--- src/rtl/display_scan_mux.sv ---
// Multiplexed four-digit 7-segment scanner with per-slot anti-ghost blanking.
// Optional build macro LEADING_ZERO_BLANK_EN suppresses leading-zero digits.
module display_scan_mux #(
    parameter int REFRESH_DIV  = 1000,
    parameter int BLANK_CYCLES = 8
) (
    input  logic        clk,
    input  logic        rst_n,
    input  logic        en,
    input  logic        load,
    input  logic [15:0] value,
    input  logic [3:0]  dp_in,
    output logic [3:0]  nib,
    output logic [3:0]  an_n,
    output logic        dp_n,
    output logic [1:0]  digit_idx,
    output logic        frame_done
);

    localparam int CW = $clog2(REFRESH_DIV);
    localparam logic [CW-1:0] LAST = CW'(REFRESH_DIV - 1);
    localparam logic [CW-1:0] BEND = CW'(BLANK_CYCLES);

    typedef enum logic {
        ST_BLANK,
        ST_ON
    } state_t;

    state_t      state, state_nx;
    logic [CW-1:0] cnt, cnt_nx;
    logic [1:0]  idx_nx;
    logic        wrap, boundary, xfer;

    logic [15:0] active, act_nx, pending, pend_nx;
    logic [3:0]  dp_act, dpa_nx, dp_pend, dpp_nx;
    logic        pend_flag, flag_nx;

    logic [3:0]  nib_nx, an_nx, digit_on, lz_mask;
    logic        dp_nx;

    // Slot counter, digit index and FSM state register
    always_ff @(posedge clk or negedge rst_n) begin
        if (!rst_n) begin
            cnt       <= '0;
            digit_idx <= 2'd0;
            state     <= ST_BLANK;
        end else begin
            cnt       <= cnt_nx;
            digit_idx <= idx_nx;
            state     <= state_nx;
        end
    end

    // Next slot position; BLANK covers the first BLANK_CYCLES counts
    always_comb begin
        cnt_nx   = cnt;
        idx_nx   = digit_idx;
        wrap     = (cnt == LAST);
        boundary = en && wrap && (digit_idx == 2'd3);
        if (!en) begin
            cnt_nx = '0;
            idx_nx = 2'd0;
        end else if (wrap) begin
            cnt_nx = '0;
            idx_nx = digit_idx + 2'd1;
        end else begin
            cnt_nx = cnt + 1'b1;
        end
        state_nx = (en && cnt_nx >= BEND) ? ST_ON : ST_BLANK;
    end

    // Pending/active registers; active only changes at a frame edge or while dark
    always_comb begin
        act_nx  = active;
        dpa_nx  = dp_act;
        pend_nx = pending;
        dpp_nx  = dp_pend;
        flag_nx = pend_flag;
        xfer    = boundary || !en;
        if (load) begin
            pend_nx = value;
            dpp_nx  = dp_in;
        end
        if (xfer) begin
            if (load) begin
                act_nx  = value;
                dpa_nx  = dp_in;
                flag_nx = 1'b0;
            end else if (pend_flag) begin
                act_nx  = pending;
                dpa_nx  = dp_pend;
                flag_nx = 1'b0;
            end
        end else if (load) begin
            flag_nx = 1'b1;
        end
    end

    // Data register update
    always_ff @(posedge clk or negedge rst_n) begin
        if (!rst_n) begin
            active    <= '0;
            dp_act    <= '0;
            pending   <= '0;
            dp_pend   <= '0;
            pend_flag <= 1'b0;
        end else begin
            active    <= act_nx;
            dp_act    <= dpa_nx;
            pending   <= pend_nx;
            dp_pend   <= dpp_nx;
            pend_flag <= flag_nx;
        end
    end

    // Output values computed from next state so registers align with digit_idx
    always_comb begin
`ifdef LEADING_ZERO_BLANK_EN
        lz_mask[0] = 1'b0;
        lz_mask[1] = (act_nx[15:4] == 12'h0) && !dpa_nx[1];
        lz_mask[2] = (act_nx[15:8] == 8'h0) && !dpa_nx[2];
        lz_mask[3] = (act_nx[15:12] == 4'h0) && !dpa_nx[3];
`else
        lz_mask = 4'h0;
`endif
        nib_nx   = act_nx[{idx_nx, 2'b00} +: 4];
        digit_on = (4'b0001 << idx_nx) & ~lz_mask;
        an_nx    = 4'hF;
        dp_nx    = 1'b1;
        if (state_nx == ST_ON) begin
            an_nx = ~digit_on;
            dp_nx = ~dpa_nx[idx_nx];
        end
    end

    // Registered outputs
    always_ff @(posedge clk or negedge rst_n) begin
        if (!rst_n) begin
            nib        <= 4'h0;
            an_n       <= 4'hF;
            dp_n       <= 1'b1;
            frame_done <= 1'b0;
        end else begin
            nib        <= nib_nx;
            an_n       <= an_nx;
            dp_n       <= dp_nx;
            frame_done <= boundary;
        end
    end

endmodule
--- config.mk ---
export PLATFORM = sky130hd
export DESIGN_NAME = display_scan_mux
export DESIGN_NICKNAME = d
export VERILOG_FILES = /design/src/rtl/display_scan_mux.sv
export SDC_FILE = /design/constraint.sdc
export NUM_CORES = 1
export LEC_CHECK = 0
export CAP_MARGIN = 40
export CORE_MARGIN = 3
export CORE_UTILIZATION = 37
export DETAILED_ROUTE_END_ITERATION = 10
export SKIP_LAST_GASP = 1
export SLEW_MARGIN = 0
export SYNTH_ARGS = -nofsm -noshare
export SYNTH_HDL_FRONTEND = slang
export SYNTH_SLANG_ARGS = --single-unit
--- constraint.sdc ---
create_clock -name clk -period 2.6 [get_ports clk]
set_input_delay 0.78 -clock clk [delete_from_list [all_inputs] [get_ports clk]]
set_output_delay 0.78 -clock clk [all_outputs]
set_load 0.03 [all_outputs]
==> results of run 1 <==
[worst min path at each step]
stage / startpoint / to / slack (ns) / depth (start not counted)
detailed placement: cnt[0] / cnt[0] / 0.45 / 1
finish: rst_n / cnt[0] / 0.43 / 2
global placement: cnt[0] / cnt[0] / 0.45 / 1
floorplan: cnt[0] / cnt[0] / 0.42 / 1
CTS: rst_n / active[13] / 0.44 / 2
global route: rst_n / cnt[0] / 0.45 / 2
[placed cells by master (no fill, tap or decap), types with 6 or more instances in the layout]
| master | Yosys | routed |
|---|---|---|
| o21ai_0 | 6 | 6 |
| nand2_1 | 6 | 6 |
| clkbuf_8 | 0 | 10 |
| xnor2_1 | 9 | 9 |
| inv_1 | 21 | 21 |
| mux2_2 | 19 | 19 |
| clkdlybuf4s50_1 | 0 | 34 |
| mux2i_1 | 16 | 16 |
| dfrtp_1 | 58 | 58 |
| o22ai_1 | 7 | 7 |
| nand3_1 | 10 | 10 |
| nor2_1 | 19 | 19 |
| buf_4 | 1 | 16 |
[per-stage QoR]
stage | total power, uW | hold WS (ns)
6_report | 2240 | 0.428
5_1_grt | 2350 | 0.453
4_1_cts | 2260 | 0.444
3_5_place_dp | 1490 | 0.455
3_3_place_gp | 1480 | 0.448
2_1_floorplan | 1330 | 0.424
[layout make-up]
type | count | area (um^2) | area share (%)
Multi-Input combinational cell | 153 | 1190 | 32.3
Inverter | 21 | 78.8 | 2.14
Tap cell | 99 | 124 | 3.36
Sequential cell | 63 | 1580 | 42.9
Clock inverter | 6 | 46.3 | 1.26
Timing Repair Buffer | 54 | 526 | 14.3
Clock buffer | 10 | 138 | 3.73
[power by group through the flow]
stage | registers [uW] | clock network (uW) | logic, uW
3_5_place_dp | 1140 | 0 | 354
5_1_grt | 1130 | 834 | 389
2_1_floorplan | 1150 | 0 | 177
3_3_place_gp | 1140 | 0 | 347
4_1_cts | 1120 | 790 | 356
6_report | 1120 | 772 | 350
[state kept, by name (all words and copies together) (netlist names)]
register    count
dp_pend         4
nib             4
active         16
pend_flag       1
cnt            10
frame_done      1
pending        16
dp_n            1
an_n            4
digit_idx       2
dp_act          4
[metal layers]
| metal | routed length (um) | up-vias | track usage, % |
|---|---|---|---|
| met2 | 2580 | 57 | 21.5 |
| met5 | 0 | - | 0 |
| met3 | 353 | 11 | 3.00 |
| li1 | - | 979 | - |
| met1 | 2810 | 958 | 19.6 |
| met4 | 134 | 0 | 7.21 |
[synthesized netlist by cell type, types with 3 or more instances]
master    number  share of area, %
nand4_1        3              0.64
buf_2          3              0.51
clkbuf_1       3              0.38
dfrtp_1       58                49
and3_1         5               1.1
nand2b_1       5               1.1
or2_1          5               1.1
and4_1         3              0.89
inv_1         21               2.7
nor2_1        19               2.4
o21ai_0        6               1.0
nand2_1        6              0.76
o22ai_1        7               1.5
xnor2_1        9               2.7
mux2i_1       16               5.4
nor4_1         4              0.85
buf_1          3              0.38
mux2_2        19               7.2
nand3_1       10               1.7
dfstp_2        5               4.5
buf_6          3               1.1
[worst register-to-register path: stages (launching register included)]
cell and delay, ns:
dfrtp_1 0.48, ha_1 0.19, nand4_1 0.18, o41ai_4 0.38, buf_12 0.23, mux2i_1 0.27
o22ai_1 0.12, or2_1 0.23
[logic make-up (layout without fill, tap and decap cells)]
| group | Yosys count | count (layout) | share of synthesized area [%] |
|---|---|---|---|
| AND/OR/NAND/NOR | 69 | 69 | 13.0 |
| AO/OA/AOI/OAI | 36 | 36 | 10.6 |
| multiplexers | 35 | 35 | 12.7 |
| flip-flops | 63 | 63 | 53.6 |
| adder cells (fa/ha/maj) | 2 | 2 | 0.848 |
| buffers and inverters | 35 | 91 | 6.02 |
| XOR/XNOR | 11 | 11 | 3.26 |
==> flow_metrics.py, run 1 <==
metrics = {
    "job": {
        "maxCapViolCount": 0,
    },
    "yosys": {
        "synthDistinctLibCells": 51,
        "yosys_register_bits": 63,
        "synth_ff_type": "dfrtp_1",
        "avgSynthCellArea_um2": 11.8,
        "synth_cells": 251,
        "synthArstFlopShare_pct": 100,
        "yosysSeqAreaShare_pct": 53.6,
        "synth_edf_count": 0,
        "syn-num-nets": 277,
        "synth.cell_area_um2": 2950,
        "yosys_warnings": 0,
    },
    "layout": {
        "diodes": 0,
        "fin_util_pct": 49.2,
        "fill_cells": 695,
        "nets": 328,
        "area_growth_pct": 24.9,
        "final_layout_size_suffix_gt1_share_pct": 21.5,
        "fin_area_um2": 3690,
        "fin_cells": 406,
    },
    "setup_path": {
        "required_ns": 1.82,
        "crit_type": "flip-flop to output pin",
        "worst_setup_path_end_kind": "output pin",
        "path_cells": "clkdlybuf4s50_1",
        "critical_path.slowest_cell": "clkdlybuf4s50_1",
        "r2r-end": "nib[1]",
        "slowest_delay_ns": 0.73,
        "critPathTopFamily": "buffers and inverters",
        "cp_data_arrival_time_ns": 1.55,
        "crit_end": "digit_idx[0]",
        "path_max_fanout": 8,
        "crit_buf_inv": 1,
        "r2r_setup_slack_ns": 0.41,
        "start_kind": "flip-flop",
        "worstRegToRegCells": 7,
        "timing.rr.start": "digit_idx[0]",
        "crit_path_start": "digit_idx[0]",
        "critical_path_cell_count": 1,
    },
    "power_and_ir_drop": {
        "leakage_uw": 0.00161,
        "p_int_uw": 1640,
        "p_seq_share_pct": 49.9,
        "combPwrFrac_pct": 15.6,
        "power.switching_uw": 598,
        "clkPwrFrac_pct": 34.5,
        "swShare_pct": 26.7,
        "powerDensity_nw_per_um2": 608,
        "ir_worst_vdd_v": 0.000277,
    },
    "sta": {
        "slew_headroom_pct": 57.7,
        "rsz0062_at_grt": "false",
        "slew_viol_final": 0,
        "tightestPinTransition_ns": 0.630,
        "fmax_ghz": 0.429,
        "setup-tns-final_ns": 0,
        "setup_viol": 0,
        "final.setup.worst_slack_ns": 0.270,
        "period_share_pct": 89.6,
        "min_period_ns": 2.33,
        "hold_viol_final": 0,
        "fin_skew_ns": 0.0106,
    },
    "clocking": {
        "post-cts-setup-buffer-count": 0,
        "cts-buffers-inserted": 9,
        "cts_num_sinks": 63,
        "cts_resized": 0,
        "worstSkewPairLatency_ns": 0.34,
        "cts_hold_buffers": 0,
        "cts_tree": "done",
        "cts_max_level": 3,
        "cts.reportedPaths.clkPinSlew_ns": 0.07,
        "cts_root_buffer": "clkbuf_8",
        "clk_path_buf_depth": 2,
    },
    "die": {
        "die-area_um2": 9080,
        "die_h_um": 95.3,
        "io_pins": 36,
        "rows": 31,
        "coreArea_um2": 7490,
        "start_util_pct": 39.4,
        "die_x_um": 95.3,
    },
    "detailed_routing": {
        "wirelength_um": 5880,
        "drt_drc_violations_left": 0,
        "drt_iter0_markers": 118,
        "firstDrtPassIters": 4,
        "ant_nets": 0,
        "post_drt_wl_per_cell_um": 14.5,
        "vias": 2005,
        "routed_via_density": 4.94,
    },
    "global_route": {
        "globalRouteOverflowTotal": 0,
        "grt_max_degree": 64,
        "antenna_found_initial": 0,
        "grt_pass1_vias": 1974,
        "track_usage_pct": 14.3,
        "grt_pass1_wl_um": 9760,
    },
    "placement": {
        "dp_cells": 390,
        "place_ws_ns": -0.0862,
        "gp_congestion": 0.871,
        "portBuffers": 35,
        "placed_area_um2": 3500,
        "dp_hpwl_um": 4000,
    },
    "hold_path": {
        "hold_path.class": "primary input to asynchronous set/reset pin",
    },
    "outcome": {
        "status": "complete, no violations",
    },
}
(Power assumes the default switching activity.)
==> run 2, diff against run 1 <==
==> constraint.sdc (replaced) <==
create_clock -name clk -period 2.6 [get_ports clk]
set_input_delay 0.39 -clock clk [delete_from_list [all_inputs] [get_ports clk]]
set_output_delay 0.39 -clock clk [all_outputs]
set_load 0.03 [all_outputs]
==> flow_metrics.py, run 2 (synthesis results as in run 1) <==
metrics = {
    "die": {
        "start_util_pct": 39.4,
        "rows": 31,
        "coreArea_um2": 7490,
        "io_pins": 36,
        "die_h_um": 95.3,
        "die-area_um2": 9080,
        "die_x_um": 95.3,
    },
    "setup_path": {
        "crit_path_start": "digit_idx[0]",
        "path_cells": "ha_1 > nand4_1 > o41ai_4 > buf_12 > mux2i_1 > o22ai_1 > or2_1",
        "crit_buf_inv": 1,
        "crit_end": "nib[0]",
        "critical_path_cell_count": 7,
        "crit_type": "flip-flop to flip-flop",
        "worst_setup_path_end_kind": "flip-flop",
        "r2r_setup_slack_ns": 0.41,
        "path_max_fanout": 18,
        "r2r-end": "nib[0]",
        "required_ns": 2.84,
        "start_kind": "flip-flop",
        "cp_data_arrival_time_ns": 2.43,
        "timing.rr.start": "digit_idx[0]",
        "slowest_delay_ns": 0.48,
        "critical_path.slowest_cell": "dfrtp_1",
        "critPathTopFamily": "compound AO/OA/AOI/OAI gates",
        "worstRegToRegCells": 7,
    },
    "global_route": {
        "grt_pass1_wl_um": 10100,
        "grt_max_degree": 48,
        "antenna_found_initial": 0,
        "met2_usage_pct": 20.9,
        "grt_util_met1_pct": 21.2,
        "globalRoute.busiestLayer": "met1",
        "grt_pass1_vias": 2015,
        "track_usage_pct": 14.9,
        "grt_use_met3_pct": 4.26,
        "globalRouteOverflowTotal": 0,
    },
    "placement": {
        "place_ws_ns": 0.322,
        "portBuffers": 35,
        "dp_hpwl_um": 3990,
        "gp_congestion": 0.856,
    },
    "power_and_ir_drop": {
        "ir_worst_vdd_v": 0.000274,
        "powerDensity_nw_per_um2": 654,
        "leakage_uw": 0.00160,
    },
    "detailed_routing": {
        "vias": 1994,
        "drt_drc_violations_left": 0,
        "routed_via_density": 4.97,
        "post_drt_wl_per_cell_um": 14.9,
        "ant_nets": 0,
        "wirelength_um": 5970,
        "drt_iter0_markers": 100,
        "firstDrtPassIters": 4,
    },
    "clocking": {
        "cts_tree": "done",
        "cts.reportedPaths.clkPinSlew_ns": 0.08,
        "cts_resized": 0,
        "cts_root_buffer": "clkbuf_8",
        "post-cts-setup-buffer-count": 0,
        "cts_num_sinks": 63,
        "cts_max_level": 3,
        "clk_path_buf_depth": 2,
        "worstSkewPairLatency_ns": 0.35,
        "cts-buffers-inserted": 9,
    },
    "sta": {
        "final.setup.worst_slack_ns": 0.413,
        "slew_viol_final": 0,
        "rsz0062_at_grt": "false",
        "hold_viol_final": 0,
        "tightestPinTransition_ns": 0.432,
        "period_share_pct": 84.1,
        "fin_skew_ns": 0.0110,
        "min_period_ns": 2.19,
        "setup_viol": 0,
        "fmax_ghz": 0.457,
        "slew_headroom_pct": 71.2,
        "setup-tns-final_ns": 0,
    },
    "outcome": {
        "status": "complete, no violations",
    },
    "layout": {
        "largestRegisters": "active x16, pending x16, cnt x10",
        "diodes": 0,
        "nets": 323,
        "final_layout_size_suffix_gt1_share_pct": 19.9,
        "area_growth_pct": 24.7,
        "final_common_cell": "dfrtp_1",
        "mostFrequentLayoutCells": "58 x dfrtp_1, 34 x clkdlybuf4s50_1, 21 x inv_1",
    },
    "job": {
        "maxCapViolCount": 0,
    },
    "hold_path": {
        "hold_path.class": "flip-flop to flip-flop",
    },
}
-- run 2: cell types whose count changed in the layout (fill, tap and decap cells not counted), sizes merged --
cell	change
bufinv	+2
clkinv	-3
clkinvlp	-1
clkbuf	-1
buf	-6
dlygate4sd3	+1
inv	+3
-- run 2: how the worst min path moves through the flow --
stage	slack (ns)	startpoint	cells after the start	to
2_1_floorplan	0.09	rst_n	0	active[0]
6_report	0.46	cnt[0]	1	cnt[0]
5_1_grt	0.48	cnt[0]	1	cnt[0]
3_5_place_dp	0.35	rst_n	1	cnt[4]
3_3_place_gp	0.36	rst_n	1	cnt[1]
4_1_cts	0.46	cnt[0]	1	cnt[0]
-- run 2: power by group --
group          internal [uW]  switching (uW)  total, uW
sequential              1080            34.1       1120
clock                    551             424        975
combinational            157             158        316
-- run 2: area by class of cell --
| cell class | instances | area [um^2] |
|---|---|---|
| Sequential cell | 63 | 1580 |
| Clock buffer | 9 | 124 |
| Clock inverter | 7 | 103 |
| Multi-Input combinational cell | 153 | 1190 |
| Tap cell | 99 | 124 |
| Inverter | 21 | 78.8 |
| Fill cell | 677 | 3800 |
| Timing Repair Buffer | 49 | 478 |
-- run 2: per-layer routing --
layer	up-vias	routed length, um
met5	-	0
met4	0	99
met3	6	291
met2	50	2590
met1	962	2990
li1	976	-
-- run 2: worst reg2reg max path, cell delays in order, from the launching register on --
cell and delay, ns:
dfrtp_1 0.48, ha_1 0.19, nand4_1 0.18, o41ai_4 0.38, buf_12 0.24, mux2i_1 0.27, o22ai_1 0.11, or2_1 0.24
-- run 2: metrics by stage --
stage                     instance area, um^2  instances  util, %  hold WS (ns)  total power, uW
final                                    3680        401     49.2         0.461             2410
after global placement                   3440        384     46.0         0.355             1450
after global routing                     3680        401     49.2         0.479             2530
after CTS                                3680        401     49.2         0.462             2440
after detailed placement                 3440        384     46.0         0.354             1460
after floorplan                          2950        251        -        0.0944             1330
-- run 2: repair_timing --
item / in CTS / in global routing
hold buffers: 1 / 0
setup endpoints to repair: 0 / 0
endpoints found under the hold margin: 16 / 0
